===== src/rtl/tap_sdram_fetcher_if.sv =====
// SDRAM port2 toggle-handshake bundle between the TAP fetcher (master) and the SDRAM controller (slave).
interface tap_sdram_fetcher_if;
  logic        sd_req;
  logic        sd_ack;
  logic [22:0] sd_a;
  logic [1:0]  sd_ds;
  logic        sd_we;
  logic [15:0] sd_d;
  logic [15:0] sd_q;

  modport master (output sd_req, sd_a, sd_ds, sd_we, sd_d, input sd_ack, sd_q);
  modport slave  (input sd_req, sd_a, sd_ds, sd_we, sd_d, output sd_ack, sd_q);
endinterface


===== src/rtl/tap_sdram_fetcher.sv =====
// TAP download writer and playback byte server over SDRAM port2, with a 2-word
// LRU line buffer that prefetches the next word so sequential playback never stalls.
module tap_sdram_fetcher #(
  parameter int          AW     = 24,
  parameter logic [22:0] BASE_W = 23'h0
) (
  input  logic                clk_72,
  input  logic                reset,
  input  logic                dl_active,
  input  logic                ioctl_wr,
  input  logic [AW-1:0]       ioctl_addr,
  input  logic [7:0]          ioctl_dout,
  input  logic                byte_req,
  input  logic [AW-1:0]       byte_addr,
  output logic                byte_ack,
  output logic [7:0]          byte_out,
  output logic [AW-1:0]       tap_last,
  output logic                eot,
  output logic                overrun,
  tap_sdram_fetcher_if.master sd
);
  localparam int WW = AW - 1;

  typedef enum logic [1:0] {IDLE, WR_WAIT, RD_WAIT, PF_WAIT} state_t;

  state_t             state_q, state_d;
  logic               byte_ack_q, byte_ack_d;
  logic [7:0]         byte_out_q, byte_out_d;
  logic [AW-1:0]      tap_last_q, tap_last_d;
  logic               eot_q, eot_d;
  logic               overrun_q, overrun_d;
  logic               sd_req_q, sd_req_d;
  logic [22:0]        sd_a_q, sd_a_d;
  logic [1:0]         sd_ds_q, sd_ds_d;
  logic               sd_we_q, sd_we_d;
  logic [15:0]        sd_d_q, sd_d_d;
  logic [1:0]         vld_q, vld_d;
  logic [1:0][WW-1:0] wa_q, wa_d;
  logic [1:0][15:0]   dat_q, dat_d;
  logic               newest_q, newest_d;
  logic               hold_vld_q, hold_vld_d;
  logic [AW-1:0]      hold_addr_q, hold_addr_d;
  logic [7:0]         hold_dat_q, hold_dat_d;
  logic [WW-1:0]      rd_wa_q, rd_wa_d;
  logic               kill_q, kill_d;
  logic               dl_q, dl_d;

  logic               dl_rise_s, pend_raw_s, pend_s, past_end_s, done_s;
  logic               hit0_s, hit1_s, lru_s, pf_ok_s;
  logic [WW-1:0]      req_wa_s, nxt_wa_s;
  logic               wr_go_s, rd_go_s;
  logic [AW-1:0]      wr_addr_s;
  logic [7:0]         wr_dat_s;
  logic [WW-1:0]      rd_word_s;

  function automatic logic [22:0] sd_word(input logic [WW-1:0] w);
    return BASE_W + 23'(w);
  endfunction

  function automatic logic [7:0] pick_byte(input logic [15:0] w, input logic hi);
    return hi ? w[15:8] : w[7:0];
  endfunction

  assign dl_rise_s  = dl_active & ~dl_q;
  assign pend_raw_s = byte_req ^ byte_ack_q;
  assign pend_s     = pend_raw_s & ~dl_active;
  assign req_wa_s   = byte_addr[AW-1:1];
  assign past_end_s = byte_addr > tap_last_q;
  assign hit0_s     = vld_q[0] & (wa_q[0] == req_wa_s);
  assign hit1_s     = vld_q[1] & (wa_q[1] == req_wa_s);
  assign done_s     = (sd.sd_ack == sd_req_q);
  assign lru_s      = ~newest_q;
  assign nxt_wa_s   = wa_q[newest_q] + WW'(1);
  // The last word of the address space has no successor, so it never prefetches.
  assign pf_ok_s    = vld_q[newest_q] & (wa_q[newest_q] != {WW{1'b1}})
                    & ~(vld_q[0] & (wa_q[0] == nxt_wa_s))
                    & ~(vld_q[1] & (wa_q[1] == nxt_wa_s))
                    & ({nxt_wa_s, 1'b0} <= tap_last_q);

  // Next-state logic: request issue, buffer fill, byte service and download bookkeeping.
  always_comb begin
    state_d     = state_q;
    byte_ack_d  = byte_ack_q;
    byte_out_d  = byte_out_q;
    tap_last_d  = tap_last_q;
    eot_d       = pend_s & past_end_s;
    overrun_d   = overrun_q;
    sd_req_d    = sd_req_q;
    sd_a_d      = sd_a_q;
    sd_ds_d     = sd_ds_q;
    sd_we_d     = sd_we_q;
    sd_d_d      = sd_d_q;
    vld_d       = vld_q;
    wa_d        = wa_q;
    dat_d       = dat_q;
    newest_d    = newest_q;
    hold_vld_d  = hold_vld_q;
    hold_addr_d = hold_addr_q;
    hold_dat_d  = hold_dat_q;
    rd_wa_d     = rd_wa_q;
    kill_d      = kill_q;
    dl_d        = dl_active;
    wr_go_s     = 1'b0;
    wr_addr_s   = ioctl_addr;
    wr_dat_s    = ioctl_dout;
    rd_go_s     = 1'b0;
    rd_word_s   = req_wa_s;

    if (pend_s && !past_end_s && (hit0_s || hit1_s)) begin
      byte_ack_d = ~byte_ack_q;
      byte_out_d = pick_byte(dat_q[hit1_s], byte_addr[0]);
      newest_d   = hit1_s;
    end else begin
      byte_ack_d = byte_ack_q;
    end

    case (state_q)
      IDLE: begin
        if (hold_vld_q) begin
          wr_go_s    = 1'b1;
          wr_addr_s  = hold_addr_q;
          wr_dat_s   = hold_dat_q;
          hold_vld_d = 1'b0;
        end else if (ioctl_wr) begin
          wr_go_s = 1'b1;
        end else if (pend_s && !past_end_s && !hit0_s && !hit1_s) begin
          rd_go_s   = 1'b1;
          rd_word_s = req_wa_s;
          state_d   = RD_WAIT;
        end else if (!pend_raw_s && !dl_active && pf_ok_s) begin
          rd_go_s   = 1'b1;
          rd_word_s = nxt_wa_s;
          state_d   = PF_WAIT;
        end else begin
          state_d = IDLE;
        end
      end
      WR_WAIT: begin
        if (done_s) state_d = IDLE;
        else        state_d = WR_WAIT;
      end
      RD_WAIT, PF_WAIT: begin
        if (done_s) begin
          state_d = IDLE;
          kill_d  = 1'b0;
          if (!kill_q) begin
            vld_d[lru_s] = 1'b1;
            wa_d[lru_s]  = rd_wa_q;
            dat_d[lru_s] = sd.sd_q;
            newest_d     = lru_s;
            if (state_q == RD_WAIT && pend_s && req_wa_s == rd_wa_q) begin
              byte_ack_d = ~byte_ack_q;
              byte_out_d = pick_byte(sd.sd_q, byte_addr[0]);
            end else begin
              byte_out_d = byte_out_q;
            end
          end else begin
            vld_d = vld_q;
          end
        end else begin
          state_d = state_q;
        end
      end
      default: state_d = IDLE;
    endcase

    if (wr_go_s) begin
      sd_a_d     = sd_word(wr_addr_s[AW-1:1]);
      sd_ds_d    = wr_addr_s[0] ? 2'b10 : 2'b01;
      sd_we_d    = 1'b1;
      sd_d_d     = {wr_dat_s, wr_dat_s};
      sd_req_d   = ~sd_req_q;
      tap_last_d = wr_addr_s;
      state_d    = WR_WAIT;
    end else if (rd_go_s) begin
      sd_a_d   = sd_word(rd_word_s);
      sd_ds_d  = 2'b11;
      sd_we_d  = 1'b0;
      sd_req_d = ~sd_req_q;
      rd_wa_d  = rd_word_s;
    end else begin
      sd_req_d = sd_req_q;
    end

    // A read still in flight when a download starts must not land in the fresh buffer.
    if (dl_rise_s) begin
      vld_d      = 2'b00;
      overrun_d  = 1'b0;
      tap_last_d = wr_go_s ? wr_addr_s : {AW{1'b0}};
      kill_d     = (state_d == RD_WAIT) || (state_d == PF_WAIT);
    end else begin
      kill_d = kill_d;
    end

    if (ioctl_wr && (state_q != IDLE || hold_vld_q)) begin
      if (hold_vld_q && state_q != IDLE) begin
        overrun_d = 1'b1;
      end else begin
        hold_vld_d  = 1'b1;
        hold_addr_d = ioctl_addr;
        hold_dat_d  = ioctl_dout;
      end
    end else begin
      hold_dat_d = hold_dat_d;
    end
  end

  // State and output registers.
  always_ff @(posedge clk_72 or posedge reset) begin
    if (reset) begin
      state_q     <= IDLE;
      byte_ack_q  <= 1'b0;
      byte_out_q  <= 8'h00;
      tap_last_q  <= {AW{1'b0}};
      eot_q       <= 1'b0;
      overrun_q   <= 1'b0;
      sd_req_q    <= 1'b0;
      sd_a_q      <= 23'h0;
      sd_ds_q     <= 2'b00;
      sd_we_q     <= 1'b0;
      sd_d_q      <= 16'h0000;
      vld_q       <= 2'b00;
      wa_q        <= '{default: {WW{1'b0}}};
      dat_q       <= '{default: 16'h0000};
      newest_q    <= 1'b0;
      hold_vld_q  <= 1'b0;
      hold_addr_q <= {AW{1'b0}};
      hold_dat_q  <= 8'h00;
      rd_wa_q     <= {WW{1'b0}};
      kill_q      <= 1'b0;
      dl_q        <= 1'b0;
    end else begin
      state_q     <= state_d;
      byte_ack_q  <= byte_ack_d;
      byte_out_q  <= byte_out_d;
      tap_last_q  <= tap_last_d;
      eot_q       <= eot_d;
      overrun_q   <= overrun_d;
      sd_req_q    <= sd_req_d;
      sd_a_q      <= sd_a_d;
      sd_ds_q     <= sd_ds_d;
      sd_we_q     <= sd_we_d;
      sd_d_q      <= sd_d_d;
      vld_q       <= vld_d;
      wa_q        <= wa_d;
      dat_q       <= dat_d;
      newest_q    <= newest_d;
      hold_vld_q  <= hold_vld_d;
      hold_addr_q <= hold_addr_d;
      hold_dat_q  <= hold_dat_d;
      rd_wa_q     <= rd_wa_d;
      kill_q      <= kill_d;
      dl_q        <= dl_d;
    end
  end

  assign byte_ack  = byte_ack_q;
  assign byte_out  = byte_out_q;
  assign tap_last  = tap_last_q;
  assign eot       = eot_q;
  assign overrun   = overrun_q;
  assign sd.sd_req = sd_req_q;
  assign sd.sd_a   = sd_a_q;
  assign sd.sd_ds  = sd_ds_q;
  assign sd.sd_we  = sd_we_q;
  assign sd.sd_d   = sd_d_q;
endmodule


===== src/flat_wrapper.sv =====
// flat-port wrapper written by rule: the top's interface ports become plain ports
module tap_sdram_fetcher_flat 
#(
  parameter int          AW     = 24,
  parameter logic [22:0] BASE_W = 23'h0
)
  (clk_72, reset, dl_active, ioctl_wr, ioctl_addr, ioctl_dout, byte_req, byte_addr, byte_ack, byte_out, tap_last, eot, overrun, sd_sd_req, sd_sd_a, sd_sd_ds, sd_sd_we, sd_sd_d, sd_sd_ack, sd_sd_q);
  tap_sdram_fetcher_if sd_i ();
  input  logic clk_72;
  input  logic reset;
  input  logic dl_active;
  input  logic ioctl_wr;
  input  logic [AW-1:0] ioctl_addr;
  input  logic [7:0] ioctl_dout;
  input  logic byte_req;
  input  logic [AW-1:0] byte_addr;
  output logic byte_ack;
  output logic [7:0] byte_out;
  output logic [AW-1:0] tap_last;
  output logic eot;
  output logic overrun;
  output wire logic [$bits(sd_i.sd_req)-1:0] sd_sd_req;
  output wire logic [$bits(sd_i.sd_a)-1:0] sd_sd_a;
  output wire logic [$bits(sd_i.sd_ds)-1:0] sd_sd_ds;
  output wire logic [$bits(sd_i.sd_we)-1:0] sd_sd_we;
  output wire logic [$bits(sd_i.sd_d)-1:0] sd_sd_d;
  input wire logic [$bits(sd_i.sd_ack)-1:0] sd_sd_ack;
  input wire logic [$bits(sd_i.sd_q)-1:0] sd_sd_q;
  assign sd_sd_req = sd_i.sd_req;
  assign sd_sd_a = sd_i.sd_a;
  assign sd_sd_ds = sd_i.sd_ds;
  assign sd_sd_we = sd_i.sd_we;
  assign sd_sd_d = sd_i.sd_d;
  assign sd_i.sd_ack = sd_sd_ack;
  assign sd_i.sd_q = sd_sd_q;
  tap_sdram_fetcher #(.AW(AW), .BASE_W(BASE_W)) u_core (.clk_72(clk_72), .reset(reset), .dl_active(dl_active), .ioctl_wr(ioctl_wr), .ioctl_addr(ioctl_addr), .ioctl_dout(ioctl_dout), .byte_req(byte_req), .byte_addr(byte_addr), .byte_ack(byte_ack), .byte_out(byte_out), .tap_last(tap_last), .eot(eot), .overrun(overrun), .sd(sd_i));
endmodule

===== config.mk =====
export PLATFORM = sky130hd
export DESIGN_NAME = tap_sdram_fetcher_flat
export DESIGN_NICKNAME = d
export VERILOG_FILES = /design/src/rtl/tap_sdram_fetcher_if.sv /design/src/rtl/tap_sdram_fetcher.sv /design/src/flat_wrapper.sv
export SDC_FILE = /design/constraint.sdc
export NUM_CORES = 1
export LEC_CHECK = 0
export BUFFER_PORTS_ARGS = -buffer_cell sky130_fd_sc_hd__buf_2
export CORE_ASPECT_RATIO = 1.5
export CORE_MARGIN = 4
export CORE_UTILIZATION = 60
export CTS_CLUSTER_DIAMETER = 30
export CTS_CLUSTER_SIZE = 16
export DETAILED_ROUTE_END_ITERATION = 12
export GPL_TIMING_DRIVEN = 0
export PLACE_DENSITY_LB_ADDON = 0.25
export SLEW_MARGIN = 20
export SYNTH_ARGS = -nofsm -noshare
export SYNTH_HDL_FRONTEND = slang
export SYNTH_SLANG_ARGS = --single-unit

===== constraint.sdc =====
create_clock -name clk_72 -period 24.6 [get_ports clk_72]
set_input_delay 7.38 -clock clk_72 [delete_from_list [all_inputs] [get_ports clk_72]]
set_output_delay 7.38 -clock clk_72 [all_outputs]
set_load 0.05 [all_outputs]

## Word level (Yosys, flattened, before mapping)

Index checks and enable logic that the tools add are counted.

| storage, ports and cells | value |
|---|---|
| register bits | 219 |
| input port bits | 78 |
| output and inout bits | 78 |
| word-level logic and storage cells | 178 |

| operators by class | value |
|---|---|
| add/sub/neg operators | 1 |
| $lt $le $gt $ge | 6 |
| eq/ne operators | 14 |
| multiplexer cells | 80 |
| bitwise gates (word level) | 23 |
| reductions and logical operators | 31 |

Operators by type and width:

| cell | count |
|---|---|
| 2-to-1 mux 23 bit | 10 |
| 2-to-1 mux 24 bit | 5 |
| equality test 23 bit | 5 |
| 2-to-1 mux 8 bit | 9 |
| 2-to-1 mux 16 bit | 3 |
| bitwise mux 46 bit | 1 |
| 2-to-1 mux 1 bit | 34 |
| bitwise mux 32 bit | 1 |
| 2-to-1 mux 2 bit | 13 |
| greater-than comparator 24 bit | 1 |
| less-or-equal comparator 24 bit | 1 |
| adder 23 x 1 -> 23 bit (second input constant) | 1 |
| demux 23 bit (select 1 bit) | 1 |
| != test 23 bit (second input constant) | 1 |
| demux 16 bit (select 1 bit) | 1 |
| AND 1 bit | 11 |
| logical AND 1 bit | 11 |
| inverter 1 bit | 10 |
| nonzero test 2 bit | 5 |
| equality test 2 bit (second input constant) | 4 |
| less-than comparator 1 x 2 -> 1 bit (second input constant) | 3 |
| case mux 2 bit (3 select lines) | 1 |
| AND reduction 2 bit | 3 |
| AND reduction 3 bit | 2 |
| 12 further kinds | 18 |

## Depth between registers and ports, before layout

Gate-level depths: netlist (run 1).

| depth | value |
|---|---|
| depth in word-level cells | 19 |
| mapped depth | 27 |
| depth with buffers taken out | 18 |

## Least setup slack after synthesis (run 1)

Ideal clock, no wire load.

| timing | value |
|---|---|
| kind | in2reg |
| start | input port byte_addr[0] |
| end | register u_core.sd_a_q[10], in the netlist u_core.sd.sd_a[10] |
| setup time | 70 ps |
| arrival time | 10,159 ps |
| data required time | 24,530 ps |
| slack | 14,371 ps |
| cell stages on the path | 14 |
| path through | clkbuf_1 inv_2 ha_1 nor2b_1 o21a_1 o21ai_0 a21oi_1 o31ai_1 a41oi_1 or2_2 nor2_1 clkbuf_1 a221oi_1 nand3_1 |

| on the way | value |
|---|---|
| longest elaborated chain between the ends | 11 |
| elaborated cells between the ends (all ways) | 16 |

RTL lines:

| what | line | RTL |
|---|---|---|
| start, declared | flat_wrapper.sv:16 | `input logic [AW-1:0] byte_addr;` |
| greater-than comparator 24 bit (*) | tap_sdram_fetcher.sv:68 | `assign past_end_s = byte_addr > tap_last_q;` |
| logical NOT 1 bit (*) | tap_sdram_fetcher.sv:126 | `end else if (pend_s && !past_end_s && !hit0_s && !hit1_s) begin` |
| logical AND 1 bit (*) (3 in series) | tap_sdram_fetcher.sv:126 |  |
| 2-to-1 mux 23 bit | tap_sdram_fetcher.sv:126 |  |
| 2-to-1 mux 23 bit | tap_sdram_fetcher.sv:124 | `end else if (ioctl_wr) begin` |
| 2-to-1 mux 23 bit | tap_sdram_fetcher.sv:119 | `if (hold_vld_q) begin` |
| 2-to-1 mux 23 bit | tap_sdram_fetcher.sv:117 | `case (state_q)` |
| 2-to-1 mux 23 bit | tap_sdram_fetcher.sv:175 | `end else if (rd_go_s) begin` |
| 2-to-1 mux 23 bit | tap_sdram_fetcher.sv:167 | `if (wr_go_s) begin` |
| end signal, assigned | tap_sdram_fetcher.sv:218 | `sd_a_q <= 23'h0;` |
| end signal, assigned | tap_sdram_fetcher.sv:240 | `sd_a_q <= sd_a_d;` |
| end, declared | tap_sdram_fetcher.sv:33 | `logic [22:0] sd_a_q, sd_a_d;` |

Every way passes the cells marked *; elsewhere a longest branch is shown, timed or not. The select of a mux whose other input is x is not followed.
A chain may end at the register's enable or synchronous reset.

## Final worst setup path (run 1)

| timing | value |
|---|---|
| start | input port byte_addr[0] |
| end | register u_core.rd_wa_q[2] |

| on the way | value |
|---|---|
| longest elaborated chain between the ends | 10 |
| elaborated cells between the ends (all ways) | 14 |

RTL lines:

| what | line | RTL |
|---|---|---|
| greater-than comparator 24 bit (*) | tap_sdram_fetcher.sv:68 |  |
| logical NOT 1 bit (*) | tap_sdram_fetcher.sv:126 |  |
| logical AND 1 bit (*) (3 in series) | tap_sdram_fetcher.sv:126 |  |
| 2-to-1 mux 1 bit | tap_sdram_fetcher.sv:126 |  |
| 2-to-1 mux 1 bit | tap_sdram_fetcher.sv:124 |  |
| 2-to-1 mux 1 bit | tap_sdram_fetcher.sv:119 |  |
| 2-to-1 mux 1 bit | tap_sdram_fetcher.sv:117 |  |
| AND reduction 2 bit (no source line) | n/a |  |
| end signal, assigned | tap_sdram_fetcher.sv:229 | `rd_wa_q <= {WW{1'b0}};` |
| end signal, assigned | tap_sdram_fetcher.sv:251 | `rd_wa_q <= rd_wa_d;` |
| end, declared | tap_sdram_fetcher.sv:44 | `logic [WW-1:0] rd_wa_q, rd_wa_d;` |

Every way passes the cells marked *; elsewhere a longest branch is shown, timed or not.

==> impl_metrics.tcl, run 1 <==
set metrics [dict create \
    drc 0 \
    async_flop_share_pct 100 \
    dr.pass1.iters 5 \
    setup_viol 0 \
    worstSetupPathType "primary input to flip-flop" \
    crit_arrival_ns 11.51 \
    cts_resized 0 \
    worst_setup_path_end_kind "flip-flop" \
    drive_above_1_share_pct 24.4 \
    num_vias 12300 \
    grt_pass1_vias 12700 \
    post_drt_via_cell_ratio 6.73 \
    fmax_mhz 90.4 \
    fillers 1630 \
    cts_tree "done" \
    port_buffers 154 \
    synth-main-ff-cell "dfrtp_1" \
    hold_path_depth 1 \
    start_util_pct 61.4 \
    fp.coreArea_um2 21900 \
    crit_required_ns 25.06 \
    max-clock-path-buffers 3 \
    ant_nets 0 \
    grt_pass1_wl_um 75800 \
    numCtsBuffers 26 \
    cts_root_buf "clkbuf_16" \
    ys_warn_count 0 \
    synth.distinct_cells 82 \
    synth_top_cell_area_share_pct 39.3 \
    max_cap_viol_count 0 \
    cp-start-kind "primary input" \
    netlist_top_cells_area "dfrtp_1 39%, mux2_2 8.6%, xnor2_1 4.9%" \
    rr_worst_depth 26 \
    fin_skew_ns 0.0240 \
    hpwl_um 38200 \
    syn-cell-area_um2 13400 \
    syn_avg_cell_area_um2 9.89 \
    cp_slowest_cell "nor2_1" \
    ioPinCount 156 \
    final_util_pct 70.7 \
    timing_hold_violations_final 0 \
    synth_edf_count 0 \
    hold_class "flip-flop to flip-flop" \
    finalWirelength_um 50600 \
    hold_buffers 0 \
    grt_setup_unrepaired "false" \
    ys_seq_area_share_pct 39.3 \
    clkTransAtPathRegs_ns 0.06 \
    syn-num-nets 1483 \
    finalCritPeriodShare_pct 44.9 \
    cts_sinks 211 \
    crit_family "compound AO/OA/AOI/OAI gates" \
    slew_viol_final 0 \
    cts_setup_buffers 0 \
    relSlewSlack_pct 24.7 \
    gp_congestion 1.05 \
    fin_crit_ns 11.06 \
    die_x_um 130 \
    htree_levels 1 \
    dieHeight_um 191 \
    tns_ns 0 \
    path_cells "clkbuf_1 > inv_2 > ha_1 > nor2b_1 > o21a_1 > o21ai_0 > a21oi_1 > o31ai_1 > a41oi_1 > or2_2 > nor2_1 > clkbuf_1 > a21oi_1 > o21ai_0" \
    power_density_nw_per_um2 144 \
    critPathBufInv 3 \
    nets 1667 \
    grt_max_degree 110 \
    crit_path_max_fanout 10 \
    wl_per_cell_um 27.6 \
    diodes 0 \
    worst_pin_slew_ns 1.13 \
    dpl_cell_area_um2 14600 \
    synth_seq_cells 211 \
    clk_latency_ns 0.55 \
    outcome "finished, final reports clean" \
    syn_inst 1357 \
    antenna_found_initial 2 \
    ir_drop_mv 0.129 \
    synthToLayoutAreaGrowth_pct 15.2 \
    rows 66 \
    met2_usage_pct 69.7 \
    initialDrtViolationCount 1091 \
    dieArea_um2 24900 \
    grt_overflow 0 \
    grt_use_total_pct 40.9 \
    grtUsageMet3_pct 8.55 \
    worst_path_largest_cell_delay_ns 0.62 \
    grt-busiest-layer "met2" \
    yosysTopAreaCell "dfrtp_1" \
    p_leak_nw 7.22 \
    met1_usage_pct 44.5 \
    final_area_um2 15500 \
    worstSetupPathDepth 14 \
]
==> power breakdown <==
part           internal, mW  switching (mW)  total [mW]  leakage (nW)
registers             0.492           0.139       0.631          2.66
logic                 0.424           0.785        1.21          4.14
clock network         0.225           0.166       0.391         0.422
total                  1.14            1.09        2.23          7.22
==> per-layer routing <==
metal | vias up | wire, um | part of all wire (%)
li1 | 5333 | - | -
met1 | 6004 | 16900 | 33
met2 | 741 | 25200 | 50
met3 | 249 | 3880 | 7.7
met4 | 4 | 4610 | 9.1
met5 | - | 24 | 0.047
==> sequential cells by signal (all words and copies together), names as in the netlist, 2 cells and up <==
| signal | flops |
|---|---|
| u_core.hold_addr_q | 24 |
| u_core.tap_last | 24 |
| u_core.hold_dat_q | 8 |
| u_core.sd.sd_ds | 2 |
| u_core.dat_q | 32 |
| u_core.vld_q | 2 |
| u_core.byte_out | 8 |
| u_core.state_q | 2 |
| u_core.sd.sd_d | 8 |
| u_core.sd.sd_a | 23 |
| u_core.wa_q | 46 |
| u_core.rd_wa_q | 23 |
==> kinds of logic (layout without fill, tap and decap cells) <==
logic type                 count (synthesis)  count (layout)  share of synthesized area [%]
and+or+nand+nor                          377             377                           15.2
AOI/OAI and AO/OA                        287             287                           15.1
DFF                                      211             211                           39.3
buffers and inverters                    165             368                           5.19
muxes                                    142             142                           12.3
xor gates and xnor gates                 126             126                           8.43
adders and majority gates                 49              49                           4.55
==> synthesized netlist by cell type (31+ instances only) <==
cell type	instances
inv_1	57
clkbuf_1	68
mux2_2	103
a21oi_1	68
a21o_1	36
nand3_1	34
xor2_1	49
nor2_1	39
mux2i_1	31
dfrtp_1	211
o211ai_1	35
nand4_1	66
nand2_1	117
o21ai_0	37
ha_1	48
xnor2_1	75
==> metrics by stage <==
stage | worst slack, ns | total power, mW | hold WS (ns) | instances
2_1_floorplan | 11.45 | 1.43 | 0.474 | 1357
3_3_place_gp | 9.35 | 1.77 | 0.469 | 1783
3_5_place_dp | 13.16 | 1.80 | 0.482 | 1785
4_1_cts | 13.62 | 2.19 | 0.497 | 1832
5_1_grt | 13.29 | 2.33 | 0.509 | 1832
6_report | 13.54 | 2.23 | 0.492 | 1832
==> cells in the final DEF (no fill, tap or decap), types with 13 or more instances in the layout <==
| cell type | instances |
|---|---|
| a221oi_1 | 18 |
| ha_1 | 48 |
| dfrtp_1 | 211 |
| buf_2 | 173 |
| or2_2 | 21 |
| mux2_2 | 103 |
| inv_1 | 56 |
| nand3_1 | 34 |
| nand2_1 | 117 |
| a21oi_1 | 68 |
| clkbuf_16 | 26 |
| xor2_1 | 49 |
| mux2i_1 | 31 |
| a21o_1 | 36 |
| xnor2_1 | 75 |
| nand4_1 | 66 |
| o221a_1 | 17 |
| o211ai_1 | 35 |
| clkbuf_1 | 70 |
| o21ai_0 | 37 |
| nand3b_1 | 13 |
| nor2_1 | 39 |
| nor4_1 | 15 |
==> path summary, 6_finish.rpt <==
check,startpoint,end,slack [ns]
min in group asynchronous,reset,u_core.hold_addr_q[8],6.95
min reg2reg,u_core.overrun,u_core.overrun,0.49
min,u_core.overrun,u_core.overrun,0.49
max,byte_addr[0],u_core.rd_wa_q[2],13.54
max reg2reg,u_core.newest_q,u_core.sd.sd_ds[1],15.56
max in group asynchronous,reset,u_core.wa_q[22],16.68
==> layout make-up <==
| type | count | area (um^2) | area share (%) |
|---|---|---|---|
| clock buffer | 29 | 672 | 4.34 |
| multi-input combinational | 981 | 7450 | 48.2 |
| clock inverter | 18 | 219 | 1.42 |
| inverter | 59 | 229 | 1.48 |
| tap | 272 | 340 | 2.20 |
| buffer | 106 | 475 | 3.07 |
| timing repair buffer | 156 | 803 | 5.19 |
| sequential | 211 | 5280 | 34.1 |
(Power assumes the default switching activity.)
==> run 2: changes to the inputs <==
==> constraint.sdc (replaced) <==
create_clock -name clk_72 -period 10.6 [get_ports clk_72]
set_input_delay 3.18 -clock clk_72 [delete_from_list [all_inputs] [get_ports clk_72]]
set_output_delay 3.18 -clock clk_72 [all_outputs]
set_load 0.05 [all_outputs]
==> impl_metrics.tcl, run 2 (same netlist as run 1, synthesis figures left out) <==
set metrics [dict create \
    hold_class "flip-flop to flip-flop" \
    grt_max_degree 110 \
    setup_slack_ns 1.61 \
    ir_drop_mv 0.299 \
    cp-start-kind "flip-flop" \
    crit_family "buffers and inverters" \
    grt_setup_unrepaired "false" \
    p_seq_share_pct 28.3 \
    power.internal_mw 2.65 \
    clk_latency_ns 0.55 \
    ant_nets 0 \
    drive_above_1_share_pct 24.4 \
    worst_pin_slew_ns 1.05 \
    setup_viol 0 \
    clkTransAtPathRegs_ns 0.06 \
    regMostFlops "u_core.wa_q" \
    layout_common_cells "211 x dfrtp_1, 173 x buf_2, 117 x nand2_1, 103 x mux2_2, 75 x xnor2_1" \
    timing_hold_violations_final 0 \
    final_common_cell "dfrtp_1" \
    max-clock-path-buffers 3 \
    outcome "finished, final reports clean" \
    hold_buffers 0 \
    initialDrtViolationCount 1040 \
    grt_use_total_pct 40.8 \
    clockPowerShare_pct 17.5 \
    netSwitchingFraction_pct 48.9 \
    finalWirelength_um 50700 \
    dr.pass1.iters 5 \
    num_vias 12300 \
    relSlewSlack_pct 27.7 \
    crit_path_max_fanout 10 \
    dieHeight_um 191 \
    fin_skew_ns 0.0237 \
    grt_pass1_vias 12600 \
    post_drt_via_cell_ratio 6.74 \
    hpwl_um 38200 \
    cp_slowest_cell "a31oi_1" \
    port_buffers 154 \
    power_frac_comb_pct 54.2 \
    fillers 1629 \
    drc 0 \
    gp_congestion 1.05 \
    die_x_um 130 \
    crit_arrival_ns 9.43 \
    top_regs "u_core.wa_q (46), u_core.dat_q (32)" \
    dieArea_um2 24900 \
    power.total_mw 5.18 \
    start_util_pct 61.4 \
    synthToLayoutAreaGrowth_pct 15.2 \
    rows 66 \
    grt_overflow 0 \
    cts_resized 0 \
    worstSetupPathType "flip-flop to flip-flop" \
    cts_setup_buffers 0 \
    worst_setup_path_end_kind "flip-flop" \
    fp.coreArea_um2 21900 \
    cpMostUsedCell "buf_2" \
    largest_reg_flops 46 \
    power_density_nw_per_um2 335 \
    place_ws_ns 2.01 \
    crit_required_ns 11.04 \
    critPathBufInv 9 \
    ioPinCount 156 \
    max_cap_viol_count 0 \
    wl_per_cell_um 27.6 \
    final_util_pct 70.7 \
    power_switching_mw 2.53 \
    cts_sinks 211 \
    cts_root_buf "clkbuf_16" \
    antenna_found_initial 2 \
    fin_crit_ns 8.99 \
    grt_pass1_wl_um 75700 \
    finalCritPeriodShare_pct 84.8 \
    numCtsBuffers 26 \
    htree_levels 1 \
    fmax_mhz 111 \
    p_leak_nw 7.22 \
    slew_viol_final 0 \
    cts_tree "done" \
    worst_path_largest_cell_delay_ns 0.86 \
    nets 1667 \
]
-- run 2: power groups by stage --
stage               sequential (mW)  clock, mW  combinational (mW)
floorplan                      1.71          0                1.62
global placement               1.43          0                2.67
detailed placement             1.45          0                2.72
CTS                            1.44      0.910                2.74
global route                   1.49      0.946                2.97
finish                         1.46      0.908                2.81
-- run 2: worst paths after layout --
kind                                       from                     to  slack, ns  depth (start not counted)
worst max-delay path            u_core.newest_q     u_core.sd.sd_ds[1]       1.61                         26
worst min-delay path             u_core.overrun         u_core.overrun       0.50                          1
worst max register to register  u_core.newest_q     u_core.sd.sd_ds[1]       1.61                         26
worst min register to register   u_core.overrun         u_core.overrun       0.50                          1
max in group asynchronous                 reset        u_core.wa_q[22]       6.87                          3
min in group asynchronous                 reset  u_core.hold_addr_q[8]       2.75                          2
-- run 2: stage by stage --
stage	cell area, um^2	cells	hold WS, ns	setup TNS (ns)
final	15500	1833	0.501	0
after global routing	15500	1832	0.509	0
after CTS	15500	1832	0.497	0
after detailed placement	14600	1785	0.482	0
after global placement	14500	1783	0.469	-93.47
after floorplan	13400	1357	0.474	0
-- run 2: metal layers --
layer / routed length, um / GRT usage, % / vias to the layer above
li1: - / - / 5339
met3: 3990 / 8.19 / 236
met1: 17000 / 44.6 / 6009
met2: 25200 / 69.6 / 761
met4: 4500 / 28.9 / 2
met5: 9 / 0 / -
-- run 2: layout make-up --
class                   instances  area, um^2  share of cell area [%]
clock inverters                18         219                    1.42
repair buffers                156         803                    5.19
diodes                          1        2.50                  0.0162
multi-input cells             981        7450                    48.2
well taps                     272         340                    2.20
plain buffers                 106         475                    3.07
clock buffers                  29         672                    4.34
flip-flops and latches        211        5280                    34.1
inverters                      59         229                    1.48
==> run 3: changes to the inputs <==
==> constraint.sdc (replaced) <==
create_clock -name clk_72 -period 8.7 [get_ports clk_72]
set_input_delay 2.61 -clock clk_72 [delete_from_list [all_inputs] [get_ports clk_72]]
set_output_delay 2.61 -clock clk_72 [all_outputs]
set_load 0.05 [all_outputs]
==> impl_metrics.tcl, run 3 (same netlist as run 1, synthesis figures left out) <==
set metrics [dict create \
    outcome "finished, final reports clean" \
    initialDrtViolationCount 1153 \
    grtUsageMet3_pct 8.19 \
    power_density_nw_per_um2 407 \
    whs_ns 0.501 \
    port_buffers 154 \
    grt_overflow 0 \
    clkTransAtPathRegs_ns 0.06 \
    fp.coreArea_um2 21900 \
    num_vias 12400 \
    ir_drop_mv 0.365 \
    ant_nets 0 \
    p_leak_nw 7.22 \
    hold_class "flip-flop to flip-flop" \
    grt_use_total_pct 40.8 \
    dieHeight_um 191 \
    relSlewSlack_pct 28.1 \
    die_x_um 130 \
    fin_cells 1831 \
    final_util_pct 70.7 \
    clk_latency_ns 0.54 \
    top_regs "u_core.wa_q (46), u_core.dat_q (32)" \
    cts_sinks 211 \
    final_common_cell "dfrtp_1" \
    cts_tree "done" \
    dpl_cell_area_um2 14600 \
    cp-start-kind "flip-flop" \
    setup_viol 0 \
    hpwl_um 38200 \
    met2_usage_pct 69.6 \
    ioPinCount 156 \
    post_drt_via_cell_ratio 6.75 \
    grt-busiest-layer "met2" \
    gp_congestion 1.05 \
    htree_levels 1 \
    drc 0 \
    cpMostUsedCell "buf_2" \
    dieArea_um2 24900 \
    timing_hold_violations_final 0 \
    worst_setup_path_end_kind "flip-flop" \
    met1_usage_pct 44.6 \
    grt_setup_unrepaired "false" \
    antenna_found_initial 2 \
    grt_max_degree 110 \
    diodes 0 \
    numCtsBuffers 26 \
    synthToLayoutAreaGrowth_pct 15.2 \
    worst_path_largest_cell_delay_ns 0.71 \
    wl_per_cell_um 27.5 \
    dp.cells 1785 \
    finalCritPeriodShare_pct 95.3 \
    cts_root_buf "clkbuf_16" \
    rows 66 \
    fin_skew_ns 0.0218 \
    slew_viol_final 0 \
    max_cap_viol_count 0 \
    crit_required_ns 9.07 \
    fmax_mhz 121 \
    crit_path_max_fanout 19 \
    cp_slowest_cell "o22ai_1" \
    worst_pin_slew_ns 1.05 \
    grt_pass1_vias 12600 \
    cts_setup_buffers 0 \
    fin_crit_ns 8.29 \
    grt_pass1_wl_um 75700 \
    crit_arrival_ns 8.66 \
    power.total_mw 6.30 \
    largest_reg_flops 46 \
    start_util_pct 61.4 \
    layout_common_cells "211 x dfrtp_1, 173 x buf_2, 117 x nand2_1, 103 x mux2_2, 75 x xnor2_1" \
    finalWirelength_um 50400 \
    final_area_um2 15500 \
    regMostFlops "u_core.wa_q" \
    max-clock-path-buffers 3 \
    worstSetupPathType "flip-flop to flip-flop" \
    nets 1666 \
    drive_above_1_share_pct 24.5 \
    dr.pass1.iters 6 \
]
-- run 3: cell types whose count changed in the layout (fill, tap and decap cells not counted) --
cell and change:
a31oi_1 -1, buf_1 -1, a31oi_2 +1, diode_2 -1
-- run 3: final cells by class --
cell class / count / area, um^2
plain buffers: 105 / 472
clock buffers: 29 / 672
repair buffers: 156 / 803
inverters: 59 / 229
clock inverters: 18 / 219
flip-flops and latches: 211 / 5280
multi-input cells: 981 / 7460
fillers: 1632 / 6410
well taps: 272 / 340
-- run 3: final timing paths --
| kind | startpoint | to | slack, ns | cells after the start |
|---|---|---|---|---|
| hold / removal | u_core.overrun | u_core.overrun | 0.50 | 1 |
| max in group asynchronous | reset | u_core.wa_q[22] | 5.55 | 3 |
| setup reg to reg | u_core.newest_q | u_core.sd.sd_we | 0.41 | 26 |
| hold reg to reg | u_core.overrun | u_core.overrun | 0.50 | 1 |
| setup / recovery | u_core.newest_q | u_core.sd.sd_we | 0.41 | 26 |
| min in group asynchronous | reset | u_core.hold_addr_q[8] | 2.18 | 2 |
-- run 3: critical path: cells and delay by family, from the launching register on --
family | cells | cell delay [ns]
flops | 1 | 0.40
xor+xnor | 1 | 0.52
buf+inv | 9 | 3.02
fa+ha+maj | 2 | 0.52
simple gates | 5 | 1.39
mux | 1 | 0.31
compound gates | 8 | 1.88
-- run 3: metrics by stage --
stage	setup TNS (ns)	setup WS [ns]
global route	0	0.136
floorplan	0	0.324
CTS	0	0.102
global placement	-374.10	-1.78
detailed placement	0	0.114
finish	0	0.410
-- run 3: timing repair --
action | 4_1_cts | 5_1_grt
setup endpoints to repair | 0 | 49
resized for setup | 0 | 1
hold buffers | 0 | 0
-- run 3: routing by layer --
metal | vias up | wire length [um]
li1 | 5322 | -
met4 | 4 | 4850
met1 | 5966 | 16700
met2 | 796 | 24800
met5 | - | 20
met3 | 264 | 4090
-- run 3: power breakdown --
part           switching [mW]  total, mW  internal, mW  leakage, nW
Clock                   0.469       1.11         0.637        0.422
Sequential              0.392       1.78          1.39         2.66
Combinational            2.21       3.41          1.20         4.14
Total                    3.07       6.30          3.23         7.22
